--- src/rtl/mat_defs_pkg.sv ---
// Shared definitions for the matrix-multiply sequencer: widths, saturation limits,
// FSM state encoding and the flat element-index helper.
package mat_defs;

    localparam int DW      = 8;
    localparam int NMAX    = 5;
    localparam int ACCW    = 20;
    localparam int SAT_MAX = 127;
    localparam int SAT_MIN = -128;

    typedef enum logic [2:0] {
        S_IDLE,
        S_LOAD,
        S_MAC,
        S_WRITE,
        S_DONE
    } state_t;

    // Element (r,c) lives at bit offset elem_idx(r,c,n)*DW in the flat packing.
    function automatic int elem_idx(input int r, input int c, input int n);
        return r * n + c;
    endfunction

endpackage

--- src/rtl/matmul_sequencer_mac_unit.sv ---
// Combinational MAC step: signed DW x DW product added to the accumulator,
// plus int8 saturation of the incoming accumulator value with a clip flag.
module mac_unit #(
    parameter int DW   = mat_defs::DW,
    parameter int ACCW = mat_defs::ACCW
) (
    input  logic signed [DW-1:0]   a,
    input  logic signed [DW-1:0]   b,
    input  logic signed [ACCW-1:0] acc_in,
    output logic signed [ACCW-1:0] sum,
    output logic [DW-1:0]          sat,
    output logic                   clip
);
    import mat_defs::*;

    logic signed [2*DW-1:0] prod;
    logic signed [ACCW-1:0] prod_ext;

    always_comb begin
        prod     = a * b;
        prod_ext = $signed({{(ACCW-2*DW){prod[2*DW-1]}}, prod});
        sum      = acc_in + prod_ext;
    end

    // Saturation looks at the accumulator register, which already holds the full dot product.
    always_comb begin
        sat  = acc_in[DW-1:0];
        clip = 1'b0;
        if (acc_in > ACCW'(SAT_MAX)) begin
            sat  = DW'(SAT_MAX);
            clip = 1'b1;
        end else if (acc_in < ACCW'(SAT_MIN)) begin
            sat  = DW'(SAT_MIN);
            clip = 1'b1;
        end
    end

endmodule

--- src/rtl/matmul_sequencer.sv ---
// Sequences one MAC unit over an NxN int8 matrix product, one MAC per cycle,
// with latched operands, saturated int8 results and a sticky overflow flag.
module matmul_sequencer #(
    parameter int DW   = mat_defs::DW,
    parameter int NMAX = mat_defs::NMAX,
    parameter int ACCW = mat_defs::ACCW
) (
    input  logic                   clk,
    input  logic                   rst,
    input  logic                   start,
    input  logic [2:0]             size,
    input  logic [NMAX*NMAX*DW-1:0] mat_a,
    input  logic [NMAX*NMAX*DW-1:0] mat_b,
    output logic [NMAX*NMAX*DW-1:0] mat_c,
    output logic                   busy,
    output logic                   done,
    output logic                   ovf
);
    import mat_defs::*;

    localparam int MW = NMAX * NMAX * DW;

    state_t state, state_nx;

    logic [MW-1:0]          a_reg, b_reg;
    logic [2:0]             n_reg, n_clamp;
    logic [2:0]             i, j, k;
    logic signed [ACCW-1:0] acc, acc_sum;
    logic [DW-1:0]          a_el, b_el, sat_val;
    logic                   clip;
    logic                   last_k, last_j, last_i;
    logic                   do_load, do_mac, do_write, do_done;

    always_comb begin
        if (size < 3'd2)
            n_clamp = 3'd2;
        else if (int'(size) > NMAX)
            n_clamp = 3'(NMAX);
        else
            n_clamp = size;
    end

    assign a_el = a_reg[elem_idx(int'(i), int'(k), NMAX)*DW +: DW];
    assign b_el = b_reg[elem_idx(int'(k), int'(j), NMAX)*DW +: DW];

    assign last_k = (k == n_reg - 3'd1);
    assign last_j = (j == n_reg - 3'd1);
    assign last_i = (i == n_reg - 3'd1);

    mac_unit #(
        .DW   (DW),
        .ACCW (ACCW)
    ) u_mac (
        .a      (a_el),
        .b      (b_el),
        .acc_in (acc),
        .sum    (acc_sum),
        .sat    (sat_val),
        .clip   (clip)
    );

    always_ff @(posedge clk or posedge rst) begin
        if (rst)
            state <= S_IDLE;
        else
            state <= state_nx;
    end

    always_comb begin
        state_nx = state;
        case (state)
            S_IDLE:  if (start) state_nx = S_LOAD;
            S_LOAD:  state_nx = S_MAC;
            S_MAC:   if (last_k) state_nx = S_WRITE;
            S_WRITE: state_nx = (last_i && last_j) ? S_DONE : S_MAC;
            S_DONE:  state_nx = S_IDLE;
            default: state_nx = S_IDLE;
        endcase
    end

    always_comb begin
        do_load  = 1'b0;
        do_mac   = 1'b0;
        do_write = 1'b0;
        do_done  = 1'b0;
        case (state)
            S_LOAD:  do_load  = 1'b1;
            S_MAC:   do_mac   = 1'b1;
            S_WRITE: do_write = 1'b1;
            S_DONE:  do_done  = 1'b1;
            default: ;
        endcase
    end

    // Outputs are registered: busy rises on the LOAD edge, done/busy flip on the DONE edge.
    always_ff @(posedge clk or posedge rst) begin
        if (rst) begin
            a_reg <= '0;
            b_reg <= '0;
            n_reg <= 3'd2;
            mat_c <= '0;
            acc   <= '0;
            i     <= '0;
            j     <= '0;
            k     <= '0;
            busy  <= 1'b0;
            done  <= 1'b0;
            ovf   <= 1'b0;
        end else begin
            done <= 1'b0;
            if (do_load) begin
                a_reg <= mat_a;
                b_reg <= mat_b;
                n_reg <= n_clamp;
                mat_c <= '0;
                ovf   <= 1'b0;
                acc   <= '0;
                i     <= '0;
                j     <= '0;
                k     <= '0;
                busy  <= 1'b1;
            end
            if (do_mac) begin
                acc <= acc_sum;
                k   <= k + 3'd1;
            end
            if (do_write) begin
                mat_c[elem_idx(int'(i), int'(j), NMAX)*DW +: DW] <= sat_val;
                if (clip)
                    ovf <= 1'b1;
                acc <= '0;
                k   <= '0;
                if (last_j) begin
                    j <= '0;
                    i <= i + 3'd1;
                end else begin
                    j <= j + 3'd1;
                end
            end
            if (do_done) begin
                done <= 1'b1;
                busy <= 1'b0;
            end
        end
    end

endmodule

--- config.mk ---
export PLATFORM = sky130hd
export DESIGN_NAME = matmul_sequencer
export DESIGN_NICKNAME = d
export VERILOG_FILES = /design/src/rtl/mat_defs_pkg.sv /design/src/rtl/matmul_sequencer_mac_unit.sv /design/src/rtl/matmul_sequencer.sv
export SDC_FILE = /design/constraint.sdc
export NUM_CORES = 2
export LEC_CHECK = 0
export BUFFER_PORTS_ARGS = -buffer_cell sky130_fd_sc_hd__clkbuf_2
export CORE_MARGIN = 1.5
export CORE_UTILIZATION = 45
export CTS_CLUSTER_DIAMETER = 150
export DETAILED_ROUTE_END_ITERATION = 12
export PLACE_DENSITY = 0.69
export SLEW_MARGIN = 5
export SYNTH_ARGS = -nofsm -noshare
export SYNTH_HDL_FRONTEND = slang
export SYNTH_SLANG_ARGS = --single-unit
--- constraint.sdc ---
create_clock -name clk -period 33.6 [get_ports clk]
set_input_delay 6.72 -clock clk [delete_from_list [all_inputs] [get_ports clk]]
set_output_delay 6.72 -clock clk [all_outputs]
set_load 0.005 [all_outputs]
==> metrics.cfg <==
[global_route]
track_usage = 0.257
gr-total-overflow = 0
antenna_found_initial = 18
grt_first_pass_wirelength_microns = 147000
grt_pass1_vias = 26138
grt_max_degree = 219

[yosys]
ys_ff_latch = 638
synth_area_sq_um = 32100
yosys.area_share.simple = 0.209
synthCells = 3287
synth_xor_area_frac = 0.0115
synth_nets = 3854
postSynthAreaPerCell_sq_um = 9.77
muxShareOfSynthArea = 0.0819
yosys_warnings = 0
netlist-cell-type-count = 74
synthAdderAreaFrac = 0.0845
synth_compound_area_frac = 0.0788
synth_top_family_by_area = simple AND/OR/NAND/NOR gates
synth-seq-area-share = 0.497
synth_top_area_share = 0.496
synthTopCellsByArea = dfrtp_1, nand2_1, mux4_2, fa_1, ha_1
synth_edf_count = 0
netlist.top_cell.by_area = dfrtp_1
synth_ff_type = dfrtp_1
async_flop_share = 1.00

[placed_design]
place_inst = 4689
portBuffers = 608
place_congestion = 0.854
place_hpwl_microns = 67100
post-place-ws_ns = 24.24

[sta]
layout_setup_ws_ns = 24.71
fmax_mhz = 113
relSlewSlack = 0.234
finalSetupTns_ns = 0
tightestPinTransition_ns = 1.15
drv_slew = 0
hold_violations = 0
rsz0062_at_grt = false
finClkSkew_ns = 0.0257
post-route-period-util = 0.265
finalCriticalPeriod_ns = 8.89
setup_violations = 0

[routing]
remaining_drc_errors = 0
ant_nets = 0
wirelength_microns = 94200
via_count = 25777
dr.pass1.iters = 6
drt_iter0_drc = 2110
wl_per_cell_microns = 19.5
vias_per_cell = 5.34

[floorplanning]
rows = 97
die_area_sq_um = 73000
chipWidth_microns = 270
io_pins = 609
core-area_sq_um = 70400
initial_utilization = 0.456
die_height_microns = 270

[clocking]
cts_tree = done
cts.sinks = 638
cts_setup_buffers = 0
clock-root-buffer = clkbuf_16
postCtsHoldBufs = 0
clkTransAtPathRegs_ns = 0.06
clockBufferDepth = 3
cts-resized-gates = 0
cts_max_level = 3
numCtsBuffers = 70
clkLatencyLatePin_ns = 0.62

[cells_and_area]
finalNonFillerCells = 4823
nets = 4389
area_delta_synth_final_pct = 19.3
drive_gt1_frac = 0.234

[worst_setup_path]
path_class = reg -> reg
cp_max_fo = 17
arrival_ns = 9.40
slowest_stage = fa_1
cp-end-kind = flip-flop
cp_common_cell = fa_1
critical_path.max_stage_delay_ns = 1.22
crit_chain = ha_1 > ha_1 > inv_1 > fa_1 > nor4b_2 > a21oi_1 > a211oi_1 > nand2_1 > fa_1 > fa_1 > inv_1 > fa_1 > fa_1 > fa_1 > ha_1 > o21ai_0 > a21boi_0 > o211a_1 > o21ai_0 > and3_1 > o31ai_1
worstPathRequired_ns = 34.11
cp-start-kind = flip-flop

[job]
drv_cap = 0

[run_status]
status = completed

[min_path]
min_path_type = reg -> reg

-- synthesized netlist by cell type, drive strengths merged, types with 4 or more instances --
master,number
xor2,11
nor2b,11
nand2b,12
and2,24
ha,69
nor2,83
a22o,35
nand3,15
and3,10
fa,92
nor3,18
nor4,4
a211o,6
nand4,8
inv,119
o221ai,7
o211ai,5
o21ai,38
a21o,12
mux4,112
o31ai,5
a211oi,13
buf,41
clkbuf,140
nand2,1455
xnor2,27
or2,13
dfrtp,637
o22ai,99
o2bb2ai,64
mux2i,11
a21oi,39
-- cell usage in the layout (no fill, tap or decap), types with 9 or more instances in the layout --
master and n:
clkbuf_2 608, a21o_1 12, o21ai_0 38, o22ai_1 99
clkbuf_8 11, buf_4 32, xor2_1 9, dfrtp_1 637
nor2_1 80, ha_1 66, and2_1 24, nand2_1 1451
and3_1 10, a22o_1 35, fa_1 91, nand2b_1 11
clkinv_2 9, clkbuf_16 71, nor3_1 18, nand3_1 15
o2bb2ai_1 64, a21oi_1 35, or2_2 13, clkbuf_1 18
inv_1 118, mux4_2 112, mux2i_1 11, diode_2 10
xnor2_1 26, nor2b_1 11
-- layout make-up --
class	count	area [sq um]
clock buffer	100	2000
fill	6328	32100
antenna	10	25.0
tap	940	1180
inverter	119	454
timing repair buffer	644	3360
sequential	638	16000
multi-input combinational	2349	15000
clock inverter	23	345
-- path summary, 6_finish.rpt --
check / cells past startpoint / slack [ns] / end / start
max: 21 / 24.71 / acc[18] / k[0]
min: 2 / 0.47 / a_reg[191] / a_reg[191]
max reg2reg: 21 / 24.71 / acc[18] / k[0]
min reg2reg: 2 / 0.47 / a_reg[191] / a_reg[191]
max in group asynchronous: 4 / 25.00 / b_reg[123] / rst
min in group asynchronous: 2 / 6.25 / a_reg[98] / rst
-- logic make-up after synthesis --
group / after synthesis
adders and majority gates: 162
xor gates and xnor gates: 39
DFF: 638
and+or+nand+nor: 1674
AOI/OAI and AO/OA: 351
muxes: 123
buffers and inverters: 300
-- per-stage QoR --
stage          hold slack, ns   util  instance area [sq um]
6_report                0.465  0.545                  38300
5_1_grt                 0.474  0.544                  38300
4_1_cts                 0.470  0.544                  38300
3_5_place_dp            0.457  0.511                  35900
3_3_place_gp            0.452  0.511                  35900
2_1_floorplan           0.440      -                  32100
-- metal layers --
metal  share of wire  global-route usage  routed length [microns]
met3           0.063              0.0484                     5920
met2            0.48               0.417                    45400
met1            0.41               0.333                    38300
met4           0.047               0.124                     4450
met5          0.0011                   0                      103
-- worst max-delay path, delay by kind of cell (launching register included) --
| kind | cells | cell delay (ns) |
|---|---|---|
| AND/OR/NAND/NOR | 3 | 1.08 |
| adder cells (fa/ha/maj) | 9 | 4.78 |
| flip-flops | 1 | 0.52 |
| AO/OA/AOI/OAI | 7 | 2.29 |
| buffers and inverters | 2 | 0.12 |
Power is not shown: default switching activity piles up to over one toggle a cycle in this logic, so the estimate is an artifact.
